===== src/rtl/gambit_arb_pkg.sv =====
// Shared types for the L1 bus arbiter: FSM states, master ids and the
// bundled request fields of one master port.
package gambit_arb_pkg;

  // Widest address the bundled request can carry; the top truncates to ABW.
  localparam int ARB_ABW_MAX = 64;

  typedef enum logic [1:0] {
    ARB_IDLE = 2'd0,
    ARB_G0   = 2'd1,
    ARB_G1   = 2'd2,
    ARB_TURN = 2'd3
  } arb_state_e;

  typedef enum logic {
    M0 = 1'b0,
    M1 = 1'b1
  } master_id_e;

  typedef struct packed {
    logic                   cyc;
    logic                   stb;
    logic [2:0]             cti;
    logic [1:0]             bte;
    logic [7:0]             sel;
    logic [ARB_ABW_MAX-1:0] adr;
    logic                   cl;
  } bus_req_t;

  // On a tie the master that was not served last wins.
  function automatic master_id_e tie_winner(input master_id_e rr_last);
    return (rr_last == M0) ? M1 : M0;
  endfunction

endpackage


===== src/rtl/gambit_bus_wdog.sv =====
// Bus watchdog: counts silent granted cycles, flags a one-cycle error when
// the count reaches TIMEOUT, and keeps a saturating tally of such errors.
module gambit_bus_wdog #(
  parameter int TIMEOUT = 255
) (
  input  logic        clk_i,
  input  logic        rst_i,
  input  logic        active_i,
  input  logic        resp_i,
  output logic        err_o,
  output logic [15:0] cnt_o
);

  localparam logic [9:0] LIMIT = 10'(TIMEOUT);

  logic [9:0]  tick_q, tick_d, tick_inc;
  logic [15:0] cnt_q, cnt_d;

  // The current silent cycle is number tick_q+1; a real response in the
  // same cycle takes priority over the injected error.
  assign tick_inc = tick_q + 10'd1;
  assign err_o    = active_i & ~resp_i & (tick_inc == LIMIT);
  assign cnt_o    = cnt_q;

  // Next-state: clear when idle, on a response or after firing; tally saturates.
  always_comb begin
    tick_d = tick_inc;
    if (!active_i || resp_i || err_o) tick_d = 10'd0;
    cnt_d = cnt_q;
    if (err_o && (cnt_q != 16'hFFFF)) cnt_d = cnt_q + 16'd1;
  end

  // Counter state registers.
  always_ff @(posedge clk_i or negedge rst_i) begin
    if (!rst_i) begin
      tick_q <= 10'd0;
      cnt_q  <= 16'd0;
    end else begin
      tick_q <= tick_d;
      cnt_q  <= cnt_d;
    end
  end

endmodule


===== src/rtl/gambit_l1_bus_arbiter.sv =====
// Two-master arbiter in front of the BIU burst port (M0 = I-cache,
// M1 = D-cache). Grants are registered and locked for the whole cycle,
// with one turnaround cycle between owners and a watchdog on hung bursts.
module gambit_l1_bus_arbiter
  import gambit_arb_pkg::*;
#(
  parameter int ABW     = 52,
  parameter int TIMEOUT = 255
) (
  input  logic           clk_i,
  input  logic           rst_i,
  input  logic           m0_cyc_i,
  input  logic           m0_stb_i,
  input  logic [2:0]     m0_cti_i,
  input  logic [1:0]     m0_bte_i,
  input  logic [7:0]     m0_sel_i,
  input  logic [ABW-1:0] m0_adr_i,
  input  logic           m0_cl_i,
  input  logic           m1_cyc_i,
  input  logic           m1_stb_i,
  input  logic [2:0]     m1_cti_i,
  input  logic [1:0]     m1_bte_i,
  input  logic [7:0]     m1_sel_i,
  input  logic [ABW-1:0] m1_adr_i,
  input  logic           m1_cl_i,
  output logic           m0_ack_o,
  output logic           m0_err_o,
  output logic           m0_wrv_o,
  output logic           m0_rdv_o,
  output logic           m0_bok_o,
  output logic           m1_ack_o,
  output logic           m1_err_o,
  output logic           m1_wrv_o,
  output logic           m1_rdv_o,
  output logic           m1_bok_o,
  output logic [103:0]   dat_o,
  output logic           cyc_o,
  output logic           stb_o,
  output logic [2:0]     cti_o,
  output logic [1:0]     bte_o,
  output logic [7:0]     sel_o,
  output logic [ABW-1:0] adr_o,
  output logic           dcl_o,
  input  logic           ack_i,
  input  logic           err_i,
  input  logic           wrv_i,
  input  logic           rdv_i,
  input  logic           bok_i,
  input  logic [103:0]   dat_i,
  output logic [1:0]     gnt_o,
  output logic [15:0]    wdog_cnt_o
);

  arb_state_e state_q;
  master_id_e rr_last_q;
  logic [1:0] gnt_q;
  bus_req_t   req0, req1, req_sel;
  logic       resp_any, wdog_err;

  // Bundle each master's request and select the granted one (zero when idle).
  always_comb begin
    req0 = '{cyc: m0_cyc_i, stb: m0_stb_i, cti: m0_cti_i, bte: m0_bte_i,
             sel: m0_sel_i, adr: ARB_ABW_MAX'(m0_adr_i), cl: m0_cl_i};
    req1 = '{cyc: m1_cyc_i, stb: m1_stb_i, cti: m1_cti_i, bte: m1_bte_i,
             sel: m1_sel_i, adr: ARB_ABW_MAX'(m1_adr_i), cl: m1_cl_i};
    req_sel = '0;
    if (gnt_q[0]) req_sel = req0;
    else if (gnt_q[1]) req_sel = req1;
  end

  assign cyc_o = req_sel.cyc;
  assign stb_o = req_sel.stb;
  assign cti_o = req_sel.cti;
  assign bte_o = req_sel.bte;
  assign sel_o = req_sel.sel;
  assign adr_o = req_sel.adr[ABW-1:0];
  assign dcl_o = req_sel.cl;
  assign dat_o = dat_i;
  assign gnt_o = gnt_q;

  // Responses reach only the granted master; the watchdog error rides on err.
  assign resp_any = ack_i | err_i | wrv_i | rdv_i;
  assign m0_ack_o = gnt_q[0] & ack_i;
  assign m0_err_o = gnt_q[0] & (err_i | wdog_err);
  assign m0_wrv_o = gnt_q[0] & wrv_i;
  assign m0_rdv_o = gnt_q[0] & rdv_i;
  assign m0_bok_o = gnt_q[0] & bok_i;
  assign m1_ack_o = gnt_q[1] & ack_i;
  assign m1_err_o = gnt_q[1] & (err_i | wdog_err);
  assign m1_wrv_o = gnt_q[1] & wrv_i;
  assign m1_rdv_o = gnt_q[1] & rdv_i;
  assign m1_bok_o = gnt_q[1] & bok_i;

  gambit_bus_wdog #(.TIMEOUT(TIMEOUT)) u_wdog (
    .clk_i   (clk_i),
    .rst_i   (rst_i),
    .active_i(|gnt_q),
    .resp_i  (resp_any),
    .err_o   (wdog_err),
    .cnt_o   (wdog_cnt_o)
  );

  // Arbitration FSM with registered one-hot grant and round-robin memory.
  always_ff @(posedge clk_i or negedge rst_i) begin
    if (!rst_i) begin
      state_q   <= ARB_IDLE;
      rr_last_q <= M1;
      gnt_q     <= 2'b00;
    end else begin
      case (state_q)
        ARB_IDLE: begin
          if (m0_cyc_i && (!m1_cyc_i || tie_winner(rr_last_q) == M0)) begin
            state_q <= ARB_G0;
            gnt_q   <= 2'b01;
          end else if (m1_cyc_i) begin
            state_q <= ARB_G1;
            gnt_q   <= 2'b10;
          end
        end
        ARB_G0: begin
          if (!m0_cyc_i) begin
            state_q   <= ARB_TURN;
            rr_last_q <= M0;
            gnt_q     <= 2'b00;
          end
        end
        ARB_G1: begin
          if (!m1_cyc_i) begin
            state_q   <= ARB_TURN;
            rr_last_q <= M1;
            gnt_q     <= 2'b00;
          end
        end
        default: begin
          state_q <= ARB_IDLE;
          gnt_q   <= 2'b00;
        end
      endcase
    end
  end

endmodule


===== config.mk =====
export PLATFORM = sky130hd
export DESIGN_NAME = gambit_l1_bus_arbiter
export DESIGN_NICKNAME = d
export VERILOG_FILES = /design/src/rtl/gambit_arb_pkg.sv /design/src/rtl/gambit_bus_wdog.sv /design/src/rtl/gambit_l1_bus_arbiter.sv
export SDC_FILE = /design/constraint.sdc
export NUM_CORES = 1
export LEC_CHECK = 0
export BUFFER_PORTS_ARGS = -buffer_cell sky130_fd_sc_hd__clkbuf_2
export CAP_MARGIN = 25
export CORE_AREA = 2 2 174 176
export DETAILED_ROUTE_END_ITERATION = 8
export DIE_AREA = 0 0 176 178
export REMOVE_ABC_BUFFERS = 1
export SLEW_MARGIN = 15
export SYNTH_ARGS = -nofsm -noshare
export SYNTH_HDL_FRONTEND = slang
export SYNTH_SLANG_ARGS = --single-unit
export TNS_END_PERCENT = 10

===== constraint.sdc =====
create_clock -name clk_i -period 2.8 [get_ports clk_i]
set_clock_uncertainty 0.05 [all_clocks]
set_input_delay 0.14 -clock clk_i [delete_from_list [all_inputs] [get_ports clk_i]]
set_output_delay 0.14 -clock clk_i [all_outputs]
set_load 0.005 [all_outputs]

=== Word level (Yosys, flattened, before mapping) ===
Cells that the tools add are included.

* Register bits after elaboration: 31
* Latch bits: 0
* Memory bits (writable): 0
* ROM bits: 0
* Input bits: 247
* Output and inout port bits: 200
* Logic and storage cells: 57
* Memories: 0

* Add/sub/neg operators: 2
* Multiply operators: 0
* Divide/modulo/power cells: 0
* Magnitude comparators: 0
* Equal/unequal tests: 7
* Shifts and indexed selects: 0
* Mux-type cells: 14
* Bitwise gates (word level): 17
* Reduce and logical (&&, ||, !) cells: 12

{| class="wikitable"
|+ Operator list
! kind !! count
|-
| $mux W80 || 2
|-
| $add A16 B1 Y16 const B || 1
|-
| $ne A16 B16 Y1 const B || 1
|-
| $and A1 B1 Y1 || 12
|-
| $mux W2 || 6
|-
| $pmux W2 S3 || 2
|-
| $add A10 B1 Y10 const B || 1
|-
| $eq A10 B8 Y1 const B || 1
|-
| $mux W10 || 1
|-
| $reduce_and A3 Y1 || 2
|-
| $ne A2 B2 Y1 const B || 2
|-
| $or A1 B1 Y1 || 4
|-
| $logic_or A1 B1 Y1 || 3
|-
| $ne A3 B3 Y1 const B || 1
|-
| $eq A2 B1 Y1 const B || 1
|-
| $eq A2 B2 Y1 const B || 1
|-
| $logic_and A1 B1 Y1 || 2
|-
| $logic_not A1 Y1 || 2
|-
| $logic_not A2 Y1 || 1
|-
| $mux W1 || 2
|-
| $pmux W1 S2 || 1
|-
| $reduce_bool A2 Y1 || 1
|-
| $reduce_or A2 Y1 || 1
|-
| $not A1 Y1 || 1
|}

=== Depth between registers and ports, before layout ===
* Word-level depth: 8
* Mapped depth: 7
* Gate-level depth less buffers: 6

=== Cells and area by module ===
A second synthesis with hierarchy kept.

* Cells, all modules: 373
* Area, all modules: 3263.1 sq um

{| class="wikitable"
|+ By module, submodules not included
! module !! times used !! cells each !! area an instance (sq um) !! seq. area each (sq um)
|-
| gambit_l1_bus_arbiter || 1 || 232 || 1861.8 || 126.4
|-
| gambit_bus_wdog || 1 || 141 || 1401.3 || 650.6
|}

=== Worst setup path before layout ===
No wires, ideal clock.

* Path kind: register -> register
* Start: register u_wdog.tick_q[0]
* End: register u_wdog.cnt_q[1] (netlist: u_wdog.cnt_o[1])
* Library setup time: 0.125 ns
* Arrival time: 2.177 ns
* Required time: 2.625 ns
* Path slack: 0.448 ns
* Stages on the path, launching flop included: 8
* Path buffers: 1
* Period minus slack after synthesis: 2.352 ns
* Cell sequence: dfrtp_1 ha_1 a311oi_1 a41oi_1 or3b_1 buf_6 or3b_4 mux2_4

* Cells in the longest elaborated chain, start to end: 4

{| class="wikitable"
|+ RTL lines
! what !! line !! source
|-
| start: declaration || gambit_bus_wdog.sv:16 || <nowiki>logic [9:0] tick_q, tick_d, tick_inc;</nowiki>
|-
| start signal: assignment || gambit_bus_wdog.sv:39 || <nowiki>tick_q <= tick_d;</nowiki>
|-
| $add A10 B1 Y10 || gambit_bus_wdog.sv:21 || <nowiki>assign tick_inc = tick_q + 10'd1;</nowiki>
|-
| $eq A10 B8 Y1 || gambit_bus_wdog.sv:22 || <nowiki>assign err_o = active_i & ~resp_i & (tick_inc == LIMIT);</nowiki>
|-
| $and A1 B1 Y1 || gambit_bus_wdog.sv:22 ||
|-
| $logic_and A1 B1 Y1 || gambit_bus_wdog.sv:30 || <nowiki>if (err_o && (cnt_q != 16'hFFFF)) cnt_d = cnt_q + 16'd1;</nowiki>
|-
| end signal: assignment || gambit_bus_wdog.sv:40 || <nowiki>cnt_q <= cnt_d;</nowiki>
|-
| end: declaration || gambit_bus_wdog.sv:17 || <nowiki>logic [15:0] cnt_q, cnt_d;</nowiki>
|}

Every way passes these cells.
A chain may end at the register's enable or synchronous reset.

=== Worst setup path in the final report ===
* Start: register u_wdog.tick_q[0]
* End: output port m0_err_o

* Cells in the longest elaborated chain, start to end: 5

{| class="wikitable"
|+ RTL lines
! what !! line !! source
|-
| $add A10 B1 Y10 || gambit_bus_wdog.sv:21 ||
|-
| $eq A10 B8 Y1 || gambit_bus_wdog.sv:22 ||
|-
| $and A1 B1 Y1 || gambit_bus_wdog.sv:22 ||
|-
| $or A1 B1 Y1 || gambit_l1_bus_arbiter.sv:84 || <nowiki>assign m0_err_o = gnt_q[0] & (err_i | wdog_err);</nowiki>
|-
| $and A1 B1 Y1 || gambit_l1_bus_arbiter.sv:84 ||
|-
| end: declaration || gambit_l1_bus_arbiter.sv:27 || <nowiki>output logic m0_err_o,</nowiki>
|}

Every way passes these cells.

==> flow_summary.rst <==
.. list-table::
   :header-rows: 1

   * - Metric
     - Value
   * - Cell area after technology mapping
     - 3120 sq um
   * - Peak supply drop
     - 0.329 mV
   * - Maximum number of pins on one net before global-route repair
     - 74
   * - Row count
     - 63
   * - Input/output buffers
     - 238
   * - Setup slack of the most critical reg-to-reg path
     - 0.44 ns
   * - Number of nets at the end of the flow
     - 736
   * - Finish-stage setup viols
     - 0
   * - CTS tree
     - done
   * - Class of the worst hold path
     - in -> reg
   * - Final RePlAce weighted congestion
     - 0.829
   * - Half-perimeter wire length after detailed placement
     - 22800 um
   * - Async S/R FF share, synth
     - 1.00
   * - Initial core utilization
     - 0.106
   * - Final core utilization
     - 0.141
   * - Switching power summed over all nets
     - 0.961 mW
   * - Total number of clock tree sinks
     - 31
   * - DR vias/cell
     - 3.77
   * - Initial antenna violation count
     - 14
   * - Sequential element share of the synthesized area
     - 0.249
   * - Count of mapped cells out of synthesis
     - 352
   * - Required time of the worst setup path
     - 2.61 ns
   * - CTS root buffer
     - sky130_fd_sc_hd__clkbuf_16
   * - Layout cell share with drive strength beyond 1
     - 0.540
   * - Power density over cell area
     - 595 nW/um^2
   * - Post-route DRC violation count
     - 0
   * - Fraction of power spent switching nets
     - 0.389
   * - Int Power
     - 1.51 mW
   * - Max H-tree Level
     - 2
   * - DP Worst Slack
     - 0.445 ns
   * - Area of the multi-input gates
     - 1470 sq um
   * - Max-slew violation count
     - 0
   * - Die W
     - 176 um
   * - Hold-fix buffers, CTS
     - 1
   * - Arrival time worst endpoint
     - 2.19 ns
   * - Setup slack of the critical path after layout
     - 0.422 ns
   * - Total wirelength of the detailed-routed design
     - 27400 um
   * - Unrepaired setup endpoints after global routing
     - false
   * - Crit start category
     - register
   * - Detailed-router iteration count before antenna repair
     - 4
   * - Number of buffers added for setup after CTS
     - 0
   * - Post-synth top flop
     - sky130_fd_sc_hd__dfrtp_1
   * - Number of antenna-violating nets in the routed design
     - 0
   * - Number of distinct library cell variants in the gate-level netlist after synthesis
     - 41
   * - Number of buffers added by the clock tree synthesis step
     - 5
   * - Number of filler instances in the final layout
     - 3372
   * - Global-route usage over all layers
     - 0.165
   * - Number of hold violations in the final report
     - 0
   * - Number of design-rule violations left by the first detailed-router iteration
     - 160
   * - Overall power of the completed layout
     - 2.47 mW
   * - Portion of the clock cycle consumed by the worst path in the final layout
     - 0.849
   * - Height of the die
     - 178 um
   * - Area grow syn2layout
     - 33.3%
   * - Clk_lat worst skew
     - 0.28 ns
   * - Register cell area after layout
     - 778 sq um
   * - Part of the power in the clock network
     - 0.213
   * - Wire per inst
     - 31.2 um
   * - Placeable Area
     - 29400 sq um
   * - Static power due to leakage
     - 2.16 nW
   * - Largest fanout on the critical path
     - 7
   * - Seq cells post-synth
     - 31
   * - Per-instance average area after synthesis
     - 8.85 sq um
   * - Worst setup path class
     - reg -> out
   * - Transition time at the pin with the least slew margin
     - 0.791 ns
   * - Buffer depth of the longest clock path
     - 2
   * - Count of vias placed by the detailed router
     - 3317
   * - Wire length of the first global-routing pass
     - 32400 um
   * - CP endpoint kind
     - primary output
   * - Number of enable-type register cells in the synthesized netlist
     - 0
   * - Run status
     - finished clean
   * - Count of max-cap constraint violations
     - 0
   * - Clock transition time at the flip-flop clock pins of the worst setup and hold paths
     - 0.06 ns
   * - Sequential Power Share
     - 0.212
   * - Upper clock frequency limit
     - 0.421 GHz
   * - Comb pwr share
     - 0.575
   * - Aggregate global routing overflow
     - 0
   * - Die Outline Area
     - 31300 sq um
   * - Number of placed I/O pins
     - 447
   * - Synthesis Warnings
     - 0
   * - Via count of the first global-routing pass
     - 2813
   * - Max_slew headroom
     - 0.472
   * - Quantity of gates resized following cts
     - 0
   * - Fin crit period
     - 2.38 ns
[path summary, 6_finish.rpt]
kind | from | endpoint | depth (start not counted)
worst max-delay path | u_wdog.tick_q[0] | m0_err_o | 7
max in group asynchronous | rst_i | gnt_o[0] | 2
worst min-delay path | m1_cyc_i | rr_last_q | 4
worst min register to register | u_wdog.cnt_o[15] | u_wdog.cnt_o[15] | 1
min in group asynchronous | rst_i | u_wdog.cnt_o[15] | 2
worst max register to register | u_wdog.tick_q[0] | u_wdog.cnt_o[1] | 6
[power by group through the flow]
stage / clock network [mW] / logic (mW) / registers, mW
finish: 0.526 / 1.42 / 0.525
floorplan: 0 / 0.674 / 0.603
CTS: 0.535 / 1.45 / 0.525
global route: 0.556 / 1.59 / 0.529
detailed placement: 0 / 1.44 / 0.533
global placement: 0 / 1.43 / 0.531
[cell usage after synthesis, types with 2 or more instances]
cell type	instances	area (sq um)
sky130_fd_sc_hd__clkbuf_1	13	48.8
sky130_fd_sc_hd__and3_1	6	37.5
sky130_fd_sc_hd__ha_1	7	87.6
sky130_fd_sc_hd__o21ai_0	4	20.0
sky130_fd_sc_hd__nand2_1	8	30.0
sky130_fd_sc_hd__nor2_1	16	60.1
sky130_fd_sc_hd__inv_1	7	26.3
sky130_fd_sc_hd__nor3_1	5	25.0
sky130_fd_sc_hd__xnor2_1	9	78.8
sky130_fd_sc_hd__dfrtp_1	30	751
sky130_fd_sc_hd__nand4_1	9	56.3
sky130_fd_sc_hd__a21oi_1	3	15.0
sky130_fd_sc_hd__nand3_1	9	45.0
sky130_fd_sc_hd__nor4_1	2	12.5
sky130_fd_sc_hd__and4_1	3	26.3
sky130_fd_sc_hd__a22o_1	67	587
sky130_fd_sc_hd__mux2_2	2	22.5
sky130_fd_sc_hd__buf_1	3	11.3
sky130_fd_sc_hd__and2_1	10	62.6
sky130_fd_sc_hd__buf_4	104	781
sky130_fd_sc_hd__xor2_1	14	123
sky130_fd_sc_hd__o31ai_1	2	15.0
[critical path, cell delays in order (launching register included)]
cell	delay (ns)
sky130_fd_sc_hd__dfrtp_1	0.44
sky130_fd_sc_hd__ha_1	0.26
sky130_fd_sc_hd__a311oi_1	0.28
sky130_fd_sc_hd__a41oi_1	0.11
sky130_fd_sc_hd__nor4b_2	0.38
sky130_fd_sc_hd__nor2_1	0.17
sky130_fd_sc_hd__nor2b_1	0.13
sky130_fd_sc_hd__clkbuf_2	0.13
[state kept, by name, summed over array words and instances, names as in the netlist]
signal	count
gnt_o	2
rr_last_q	1
state_q	2
u_wdog.cnt_o	16
u_wdog.tick_q	10
[stage by stage]
stage | setup TNS, ns | instances | hold WS, ns | area, sq um
after floorplan | -73.89 | 231 | -0.206 | 2260
after global placement | 0 | 864 | 0.208 | 3990
after detailed placement | 0 | 864 | 0.218 | 3990
after CTS | 0 | 873 | 0.178 | 4140
after global routing | 0 | 873 | 0.230 | 4140
final | 0 | 879 | 0.178 | 4160
[metal layers]
| layer | part of all wire | global-route usage | wire length, um |
|---|---|---|---|
| met1 | 0.39 | 0.190 | 10600 |
| met2 | 0.35 | 0.194 | 9610 |
| met3 | 0.25 | 0.193 | 6730 |
| met4 | 0.0054 | 0.0124 | 148 |
| met5 | 0.012 | 0.0657 | 326 |
[cell families after synthesis]
logic type / Yosys count / share of synthesized area
muxes: 4 / 0.0153
adders and majority gates: 7 / 0.0281
AOI/OAI and AO/OA: 83 / 0.223
and+or+nand+nor: 76 / 0.138
xor gates and xnor gates: 23 / 0.0646
DFF: 31 / 0.249
buffers and inverters: 128 / 0.282
[final cells by class]
class / instances / share of cell area
Sequential cell: 31 / 0.187
Clock inverter: 3 / 0.00361
Inverter: 7 / 0.00632
Clock buffer: 5 / 0.0301
Timing Repair Buffer: 244 / 0.298
Antenna cell: 6 / 0.00361
Multi-Input combinational cell: 193 / 0.354
Tap cell: 390 / 0.117
[cell usage in the layout, fill, tap and decap left out, types with 3 or more instances in the layout]
cell,netlist,final
sky130_fd_sc_hd__a21oi_1,3,3
sky130_fd_sc_hd__a22o_1,67,67
sky130_fd_sc_hd__and2_1,10,10
sky130_fd_sc_hd__and3_1,6,6
sky130_fd_sc_hd__and4_1,3,3
sky130_fd_sc_hd__buf_4,104,5
sky130_fd_sc_hd__clkbuf_16,0,5
sky130_fd_sc_hd__clkbuf_2,0,238
sky130_fd_sc_hd__clkinv_2,0,3
sky130_fd_sc_hd__dfrtp_1,30,29
sky130_fd_sc_hd__diode_2,0,6
sky130_fd_sc_hd__ha_1,7,7
sky130_fd_sc_hd__inv_1,7,7
sky130_fd_sc_hd__nand2_1,8,8
sky130_fd_sc_hd__nand3_1,9,9
sky130_fd_sc_hd__nand4_1,9,9
sky130_fd_sc_hd__nor2_1,16,15
sky130_fd_sc_hd__nor3_1,5,5
sky130_fd_sc_hd__o21ai_0,4,4
sky130_fd_sc_hd__xnor2_1,9,9
sky130_fd_sc_hd__xor2_1,14,14
Note: power is estimated with default switching activity, not from simulation.
